===== src/rtl/rgb_frame_reader.sv =====
// Purpose: reads frames from a two-bank SRAM and drives a parallel RGB panel with sync timing.
// Latency: pixel, DE and sync outputs follow the counter position by one pixel slot (2 Sys_Clock).
// Backpressure: none; the panel is free-running while Display_EN=1, and Display_EN=0 abandons the frame.
// Ports: Sys_Clock/Reset (async, active-low); Display_EN runs timing; Bank_Sel = bank last written upstream;
//        Data_Bus = SRAM read data; Addr/EN/WE = SRAM read port; Frame_Start = frame-origin pulse;
//        Read_Bank = bank on display; RGB_* = panel clock, active-low syncs, data enable and pixel data.
module rgb_frame_reader #(
  parameter int H_ACTIVE = 800,
  parameter int H_FP     = 40,
  parameter int H_SYNC   = 48,
  parameter int H_BP     = 88,
  parameter int V_ACTIVE = 480,
  parameter int V_FP     = 13,
  parameter int V_SYNC   = 3,
  parameter int V_BP     = 32
) (
  input  logic        Sys_Clock,
  input  logic        Reset,
  input  logic        Display_EN,
  input  logic        Bank_Sel,
  input  logic [26:0] Data_Bus,
  output logic [20:0] Addr,
  output logic        EN,
  output logic        WE,
  output logic        Frame_Start,
  output logic        Read_Bank,
  output logic        RGB_PCLK,
  output logic        RGB_HSA,
  output logic        RGB_VSA,
  output logic        RGB_DE,
  output logic [7:0]  RGB_R,
  output logic [7:0]  RGB_G,
  output logic [7:0]  RGB_B
);

  localparam int H_TOTAL = H_ACTIVE + H_FP + H_SYNC + H_BP;
  localparam int V_TOTAL = V_ACTIVE + V_FP + V_SYNC + V_BP;
  // One extra count of headroom so the sync-window end bound always fits.
  localparam int HW = $clog2(H_TOTAL + 1);
  localparam int VW = $clog2(V_TOTAL + 1);

  localparam logic [HW-1:0] H_ACT      = HW'(H_ACTIVE);
  localparam logic [HW-1:0] H_SYNC_BEG = HW'(H_ACTIVE + H_FP);
  localparam logic [HW-1:0] H_SYNC_END = HW'(H_ACTIVE + H_FP + H_SYNC);
  localparam logic [HW-1:0] H_LAST     = HW'(H_TOTAL - 1);
  localparam logic [VW-1:0] V_ACT      = VW'(V_ACTIVE);
  localparam logic [VW-1:0] V_SYNC_BEG = VW'(V_ACTIVE + V_FP);
  localparam logic [VW-1:0] V_SYNC_END = VW'(V_ACTIVE + V_FP + V_SYNC);
  localparam logic [VW-1:0] V_LAST     = VW'(V_TOTAL - 1);

  logic          pix_phase;
  logic [HW-1:0] h_cnt;
  logic [VW-1:0] v_cnt;
  logic [19:0]   pix_idx;
  logic [20:0]   addr_q;

  logic run, active, hsync, vsync, origin, h_wrap, v_wrap, fetch, bank_cur;
  logic unused_bits;

  assign unused_bits = ^Data_Bus[26:24];

  // Reset is folded in so the decoded outputs stay quiet while the block is held in reset.
  assign run    = Display_EN & Reset;
  assign active = (h_cnt < H_ACT) && (v_cnt < V_ACT);
  assign hsync  = (h_cnt >= H_SYNC_BEG) && (h_cnt < H_SYNC_END);
  assign vsync  = (v_cnt >= V_SYNC_BEG) && (v_cnt < V_SYNC_END);
  assign origin = (h_cnt == '0) && (v_cnt == '0) && !pix_phase;
  assign h_wrap = (h_cnt == H_LAST);
  assign v_wrap = (v_cnt == V_LAST);
  assign fetch  = run && active && !pix_phase;

  // Read_Bank only loads at the end of the origin cycle, so the first fetch of a
  // frame must already use the bank that is about to be latched.
  assign bank_cur = origin ? ~Bank_Sel : Read_Bank;

  assign EN          = fetch;
  assign Addr        = fetch ? {bank_cur, pix_idx} : addr_q;
  assign Frame_Start = run && origin;
  assign WE          = 1'b0;

  always_ff @(posedge Sys_Clock or negedge Reset) begin
    if (!Reset) begin
      pix_phase <= 1'b0;
      RGB_PCLK  <= 1'b0;
      h_cnt     <= '0;
      v_cnt     <= '0;
      pix_idx   <= '0;
      addr_q    <= '0;
      Read_Bank <= 1'b0;
      RGB_DE    <= 1'b0;
      RGB_HSA   <= 1'b1;
      RGB_VSA   <= 1'b1;
      RGB_R     <= '0;
      RGB_G     <= '0;
      RGB_B     <= '0;
    end else if (!Display_EN) begin
      pix_phase <= 1'b0;
      RGB_PCLK  <= 1'b0;
      h_cnt     <= '0;
      v_cnt     <= '0;
      pix_idx   <= '0;
      addr_q    <= '0;
      Read_Bank <= 1'b0;
      RGB_DE    <= 1'b0;
      RGB_HSA   <= 1'b1;
      RGB_VSA   <= 1'b1;
      RGB_R     <= '0;
      RGB_G     <= '0;
      RGB_B     <= '0;
    end else begin
      // RGB_PCLK is a duplicate of the phase flop so the panel clock comes straight off a register.
      pix_phase <= ~pix_phase;
      RGB_PCLK  <= ~pix_phase;
      if (!pix_phase) begin
        if (active) addr_q <= {bank_cur, pix_idx};
        if (origin) Read_Bank <= ~Bank_Sel;
      end else begin
        // End of slot: SRAM data is valid now, and every panel output moves together
        // on the falling edge of RGB_PCLK.
        RGB_DE  <= active;
        RGB_HSA <= ~hsync;
        RGB_VSA <= ~vsync;
        RGB_R   <= active ? Data_Bus[23:16] : 8'd0;
        RGB_G   <= active ? Data_Bus[15:8]  : 8'd0;
        RGB_B   <= active ? Data_Bus[7:0]   : 8'd0;
        if (h_wrap) begin
          h_cnt <= '0;
          v_cnt <= v_wrap ? '0 : v_cnt + 1'b1;
        end else begin
          h_cnt <= h_cnt + 1'b1;
        end
        if (h_wrap && v_wrap) pix_idx <= '0;
        else if (active)      pix_idx <= pix_idx + 20'd1;
      end
    end
  end

endmodule

===== config.mk =====
export PLATFORM = sky130hd
export DESIGN_NAME = rgb_frame_reader
export DESIGN_NICKNAME = d
export VERILOG_FILES = /design/src/rtl/rgb_frame_reader.sv
export SDC_FILE = /design/constraint.sdc
export NUM_CORES = 1
export LEC_CHECK = 0
export ABC_AREA = 1
export CAP_MARGIN = 10
export CORE_MARGIN = 10
export CORE_UTILIZATION = 53
export CTS_CLUSTER_DIAMETER = 30
export DETAILED_ROUTE_END_ITERATION = 10
export PLACE_DENSITY = 0.8
export SLEW_MARGIN = 20
export SYNTH_ARGS = -nofsm -noshare
export SYNTH_HDL_FRONTEND = slang
export SYNTH_SLANG_ARGS = --single-unit

===== constraint.sdc =====
create_clock -name Sys_Clock -period 1.9 [get_ports Sys_Clock]
set_input_delay 0.285 -clock Sys_Clock [delete_from_list [all_inputs] [get_ports Sys_Clock]]
set_output_delay 0.285 -clock Sys_Clock [all_outputs]
set_load 0.01 [all_outputs]

==> results of run 1 <==
cells in the final DEF (no fill, tap or decap), types with 2 or more instances in the layout:
cell type,instances
clkdlybuf4s50_1,55
nor2_1,52
clkinvlp_4,2
a22o_1,24
nand2_2,8
o21ai_2,8
nor3_1,6
a21oi_1,12
buf_12,3
nand2_1,159
xor2_1,4
clkbuf_8,10
nand3_1,63
ha_4,3
inv_2,5
a211oi_1,2
o21a_1,2
o21ai_0,39
dfstp_2,2
nand3_2,2
nor2_2,9
inv_4,2
dfrtp_1,88
nand4_1,11
o21ai_4,3
buf_4,60
ha_1,3
or2_2,3
o21ai_1,14
nor2_4,6
buf_2,22
inv_1,57
buf_6,8
nand2_4,5
metrics by stage:
step	utilization, %	std cells	power (W)	hold slack (ns)	setup slack, ns
2_1_floorplan	-	625	0.00241	-0.0106	0.178
4_1_cts	72.2	868	0.00426	0.498	-0.241
6_report	74.7	875	0.00433	0.497	-0.294
5_1_grt	74.7	875	0.00452	0.505	-0.409
3_3_place_gp	69.3	846	0.00282	0.343	-0.611
3_5_place_dp	69.3	846	0.00285	0.354	-0.675
sequential cells by signal (all words and copies together), names as in the netlist:
| signal | count |
|---|---|
| h_cnt | 10 |
| RGB_R | 8 |
| RGB_HSA | 1 |
| pix_idx | 20 |
| RGB_DE | 1 |
| pix_phase | 1 |
| RGB_G | 8 |
| RGB_VSA | 1 |
| addr_q | 21 |
| v_cnt | 10 |
| RGB_B | 8 |
| Read_Bank | 1 |
Yosys cell counts (all sizes together):
library cell  number  share of area, %
nand2            173                14
dfrtp             88                46
nor2              67               5.5
nand3             66               7.0
inv               64               5.0
o21ai             63               6.9
a22o              24               4.4
buf               18               2.3
a21oi             12               1.2
nand4             11               1.4
ha                 7               1.8
nor3               7              0.73
clkbuf             6              0.47
xor2               4              0.73
or2                3              0.39
a211oi             2              0.31
dfstp              2               1.1
nor4               2              0.26
o21a               2              0.31
and3               1              0.13
conb               1             0.078
nor3b              1              0.16
o31ai              1              0.16
path summary, 6_finish.rpt:
kind,slack [ns],startpoint,end
hold reg to reg,0.50,addr_q[13],addr_q[13]
setup reg to reg,0.10,h_cnt[6],pix_idx[9]
setup / recovery,-0.29,h_cnt[6],Addr[11]
hold / removal,0.50,Reset,pix_idx[6]
min in group Sys_Clock,0.50,addr_q[13],addr_q[13]
max in group asynchronous,0.49,Reset,pix_idx[14]
power groups by stage:
stage | Combinational (W) | Sequential (W) | Clock [W]
3_5_place_dp | 0.000759 | 0.00209 | 0
3_3_place_gp | 0.000734 | 0.00208 | 0
6_report | 0.000912 | 0.00205 | 0.00137
4_1_cts | 0.000815 | 0.00205 | 0.00139
2_1_floorplan | 0.000301 | 0.00211 | 0
5_1_grt | 0.000993 | 0.00207 | 0.00146
logic make-up (layout without fill, tap and decap cells):
| kind of cell | count (synthesis) | in the layout |
|---|---|---|
| adder cells (fa/ha/maj) | 7 | 7 |
| flip-flops | 90 | 90 |
| AO/OA/AOI/OAI | 104 | 105 |
| other | 1 | 1 |
| XOR/XNOR | 4 | 4 |
| AND/OR/NAND/NOR | 331 | 331 |
| buffers and inverters | 88 | 229 |
worst min-delay path, cell delays in order:
cell,delay [ns]
dlygate4sd3_1,0.52
buf_4,0.14
buf_4,0.33
per-layer routing:
layer  up-vias  global-route usage (%)
met5         -                       0
met4         0                    6.77
met3        33                    6.04
met2       234                    35.2
met1      2328                    25.2
li1       2324                       -
final cells by class:
| cell class | instances | share of cell area, % |
|---|---|---|
| inverters | 64 | 3.75 |
| clock buffers | 10 | 2.10 |
| repair buffers | 150 | 19.8 |
| clock inverters | 5 | 0.955 |
| multi-input cells | 448 | 36.9 |
| flip-flops and latches | 90 | 34.4 |
| well taps | 108 | 2.06 |
what timing repair did:
item                                    4_1_cts  5_1_grt
hold endpoints to repair                     26        0
buffers inserted                              5        7
pin swaps                                    10       18
endpoints found under the setup margin       28       61
gates resized for setup                     135       49
hold buffers                                  1        0
gates cloned                                  1        3
==> key figures, run 1 <==
Timing
  • RSZ-0062 raised after global routing: yes
  • Setup Skew: 0.0124 ns
  • Final TNS setup: -5.92 ns
  • Final WS setup: -0.294 ns
  • Final hold vios: 0
  • Achievable frequency: 0.456 GHz
  • Max_slew headroom: 60.3%
  • Period utilisation layout: 115%
  • Max Slew Vio Count: 0
  • Final min period: 2.19 ns
  • Final setup viols: 23
  • Slew @ Worst Pin: 0.596 ns

Routing
  • Max layer used: met4
  • Drt wl/cell: 17.0 um
  • Drt pass-1 iters: 5
  • Met2 WL post-DR: 7.32 mm
  • Detailed-route wire length: 14.8 mm
  • Met3 wire length: 1.46 mm
  • DRC: 0
  • Vias: 4919
  • Met1 Routed Length: 5.76 mm
  • Antenna Nets Post-Route: 0
  • Vias/cell: 5.62
  • Initial detailed-routing violation count: 438

Min path
  • Hold crit path type: input port to async pin

Global route
  • Global-route usage over all layers: 20.9%
  • Pin count of the biggest net entering global routing: 65
  • First-pass GRT wire length: 23.1 mm
  • Grt ovf: 0
  • Vias in the first global route: 4839
  • Antenna violations before repair: 0

Outcome
  • Status: finished with violations
  • Failing checks: negative setup slack

Cells and area
  • Post-route cell area: 0.00655 mm^2
  • NumNets Final: 801
  • # fillers: 627
  • Final antenna diode count: 0
  • FF+latch area: 0.00225 mm^2
  • Area grow syn2layout: 36.1%
  • Area occupied by multi-input gates: 0.00241 mm^2
  • Share of cells above drive strength 1: 22.2%

Synth
  • Distinct cells, synth: 34
  • Synth Cell Area: 0.00481 mm^2
  • Synth Area in Compound Gates: 13.3%
  • Seq cells post-synth: 90
  • Syn Nets: 663
  • Simple-gate area share of the yosys netlist: 29.4%
  • Ys Warns: 0
  • Largest family of logic cells by synthesized area: simple AND/OR/NAND/NOR gates
  • Post-synthesis mux area share: 0%
  • Gate Count Post-Synth: 625
  • Syn Area/Cell: 7.70 um^2
  • Seq/Total Area, Yosys: 46.9%
  • Xor-xnor portion of the synthesized cell area: 0.728%
  • Post-Synth Adder-Cell Area: 1.82%

Power and ir drop
  • P_sw: 0.00127 W
  • Clock share of power: 31.5%
  • Maximum VDD drop: 0.416 mV
  • Int Power: 0.00306 W
  • Power per cell area: 662 mW/mm^2
  • Combinational share of power: 21.0%
  • Sw Ratio: 29.3%
  • Leak: 3.14 nW
  • Power share of the sequential group: 47.4%

Placed design
  • Port bufs: 79
  • Area post-placement: 0.00607 mm^2
  • Detailed placement HPWL: 9.94 mm
  • RD Place Congestion: 0.929

Clocking
  • Clk Latency, worst-skew pair: 0.37 ns
  • Clock Tree Root: clkbuf_8
  • Clock-pin slew on the worst setup and hold paths: 0.10 ns
  • Cts bufs inserted: 9
  • # clock sinks: 90
  • H-tree levels: 3
  • TritonCTS clock tree: yes
  • Clock buffer depth: 2

Floorplanning
  • Core area: 0.00876 mm^2
  • Chip Height: 115 um
  • Die area: 0.0133 mm^2
  • Initial Util: 54.9%
  • Row count: 34
  • Die X: 115 um
  • I/O Pins: 84

Worst setup path
  • Critical Path End Type: output pin
  • Crit-path cells: nor2_2 -> nand2_2 -> nand2_2 -> nand2_2 -> nor2_4 -> nand2_4 -> buf_16 -> nand2_1 -> o21ai_2 -> buf_2
  • Slowest-stage cell, CP: dfrtp_1
  • Crit path required time: 1.62 ns
  • Reg2Reg Depth: 10
  • Crit-path leading delay family: simple AND/OR/NAND/NOR gates
  • Top cell by count, worst path: nand2_2
  • CP Launch Type: register
  • Crit path buf inv count: 2
  • CP max FO: 21
  • Crit Path Category: register to output pin
  • Crit path arrival time: 1.91 ns
  • Crit-path max cell delay: 0.41 ns
  • Critical path depth in cells: 10

Flow run
  • Max cap viols: 0
(Power assumes the default switching activity.)
==> run 2, diff against run 1 <==
TNS_END_PERCENT = 5   (was not set)
==> key figures, run 2 (synthesized netlist as in run 1, its figures left out) <==
Outcome
  • Status: finished with violations
  • Failing checks: negative setup slack

Clocking
  • Clock-pin slew on the worst setup and hold paths: 0.09 ns
  • Clock buffer depth: 2
  • Clk Latency, worst-skew pair: 0.37 ns
  • Cts bufs inserted: 9
  • # clock sinks: 90
  • H-tree levels: 3
  • Clock Tree Root: clkbuf_8
  • TritonCTS clock tree: yes

Routing
  • Drt wl/cell: 16.4 um
  • Vias: 4904
  • Vias/cell: 5.65
  • DRC: 0
  • Drt pass-1 iters: 5
  • Initial detailed-routing violation count: 417
  • Detailed-route wire length: 14.2 mm
  • Antenna Nets Post-Route: 0

Global route
  • Antenna violations before repair: 0
  • Pin count of the biggest net entering global routing: 65
  • Global-route usage over all layers: 20.8%
  • Vias in the first global route: 4828
  • First-pass GRT wire length: 22.9 mm
  • Grt ovf: 0

Power and ir drop
  • Leak: 3.08 nW
  • Power per cell area: 673 mW/mm^2
  • Maximum VDD drop: 0.407 mV

Cells and area
  • FF+latch area: 0.00225 mm^2
  • Post-route cell area: 0.00639 mm^2
  • Area occupied by multi-input gates: 0.00232 mm^2
  • # fillers: 652
  • Share of cells above drive strength 1: 20.3%
  • Area grow syn2layout: 32.9%
  • NumNets Final: 794
  • Largest register FFs: 21
  • Final Core Density: 72.9%
  • Post-route insts no fill: 868
  • Largest regs: addr_q (21), pix_idx (20)
  • Final antenna diode count: 0
  • Most frequent cells in the layout: nand2_1 (163), dfrtp_1 (88), nand3_1 (63)
  • Biggest register: addr_q
  • Commonest non-fill, non-tap cell in the layout: nand2_1

Timing
  • Period utilisation layout: 116%
  • Achievable frequency: 0.455 GHz
  • Max Slew Vio Count: 0
  • Final setup viols: 23
  • Slew @ Worst Pin: 0.588 ns
  • Setup Skew: 0.00824 ns
  • RSZ-0062 raised after global routing: yes
  • Final hold vios: 0
  • Final WS setup: -0.299 ns
  • Max_slew headroom: 60.8%
  • Hold WS: 0.499 ns
  • Final min period: 2.20 ns

Worst setup path
  • CP max FO: 2
  • Critical Path End Type: output pin
  • Crit-path leading delay family: simple AND/OR/NAND/NOR gates
  • Crit-path max cell delay: 0.38 ns
  • Slowest-stage cell, CP: dfrtp_1
  • Crit path buf inv count: 2
  • Crit-path cells: or2_2 -> nor2_2 -> buf_4 -> nand4_1 -> nand2_4 -> o21ai_2 -> buf_2
  • Crit Path Category: register to output pin
  • Crit path required time: 1.62 ns
  • Crit path arrival time: 1.91 ns
  • CP Launch Type: register

Floorplanning
  • Initial Util: 54.9%
  • Row count: 34
  • Chip Height: 115 um
  • Die X: 115 um
  • Core area: 0.00876 mm^2
  • Die area: 0.0133 mm^2
  • I/O Pins: 84

Min path
  • Hold crit path type: register to register

Placed design
  • RD Place Congestion: 0.929
  • Area post-placement: 0.00607 mm^2
  • Detailed placement HPWL: 9.94 mm
  • Placed cell count: 846
  • Port bufs: 79

Flow run
  • Max cap viols: 0
-- run 2: cell count changes in the layout (fill, tap and decap cells not counted), moves of 3 or more --
cell	before	now
nand2_1	159	163
o21ai_1	14	18
nand2_2	8	5
buf_6	8	3
nor2_4	6	3
-- run 2: metrics by stage --
stage | total power, W | setup slack (ns) | setup TNS (ns)
6_report | 0.00430 | -0.299 | -5.47
5_1_grt | 0.00448 | -0.380 | -8.76
4_1_cts | 0.00423 | -0.241 | -5.06
3_5_place_dp | 0.00285 | -0.675 | -18.64
3_3_place_gp | 0.00282 | -0.611 | -16.32
2_1_floorplan | 0.00241 | 0.178 | 0
-- run 2: worst min-delay path: stages, from the launching register on --
cell	delay, ns
dfrtp_1	0.36
nand2_1	0.05
o21ai_0	0.06
-- run 2: layout make-up --
| class | instances | area share [%] |
|---|---|---|
| clock buffer | 10 | 2.15 |
| tap | 108 | 2.11 |
| multi-input combinational | 447 | 36.3 |
| clock inverter | 5 | 0.979 |
| inverter | 64 | 3.80 |
| timing repair buffer | 144 | 19.3 |
| sequential | 90 | 35.3 |
-- run 2: path summary, 6_finish.rpt --
path,end,start,cells after the start,slack [ns]
worst max-delay path,Addr[20],h_cnt[2],7,-0.30
worst min-delay path,addr_q[4],addr_q[4],2,0.50
worst max register to register,pix_idx[7],v_cnt[1],9,0.06
worst min register to register,addr_q[4],addr_q[4],2,0.50
max in group asynchronous,pix_idx[14],Reset,4,0.50
min in group asynchronous,addr_q[4],Reset,3,0.51
-- run 2: metal layers --
metal	track usage, %	part of all wire (%)	vias to the layer above
met5	0	0	-
met4	6.11	2.0	0
met3	5.89	9.7	31
met2	34.9	49	234
met1	25.3	39	2338
li1	-	-	2301
-- run 2: power by group --
part | switching [W] | leakage [nW] | internal, W
clock network | 0.000718 | 0.0950 | 0.000644
registers | 0.0000583 | 1.23 | 0.00200
logic | 0.000474 | 1.76 | 0.000409
total | 0.00125 | 3.08 | 0.00305
-- run 2: what timing repair did --
action	4_1_cts	5_1_grt
resized for setup	126	35
endpoints found under the setup margin	28	96
setup buffers	4	3
endpoints found under the hold margin	26	0
gates cloned	1	0
hold buffers	1	0
pin swaps	7	11
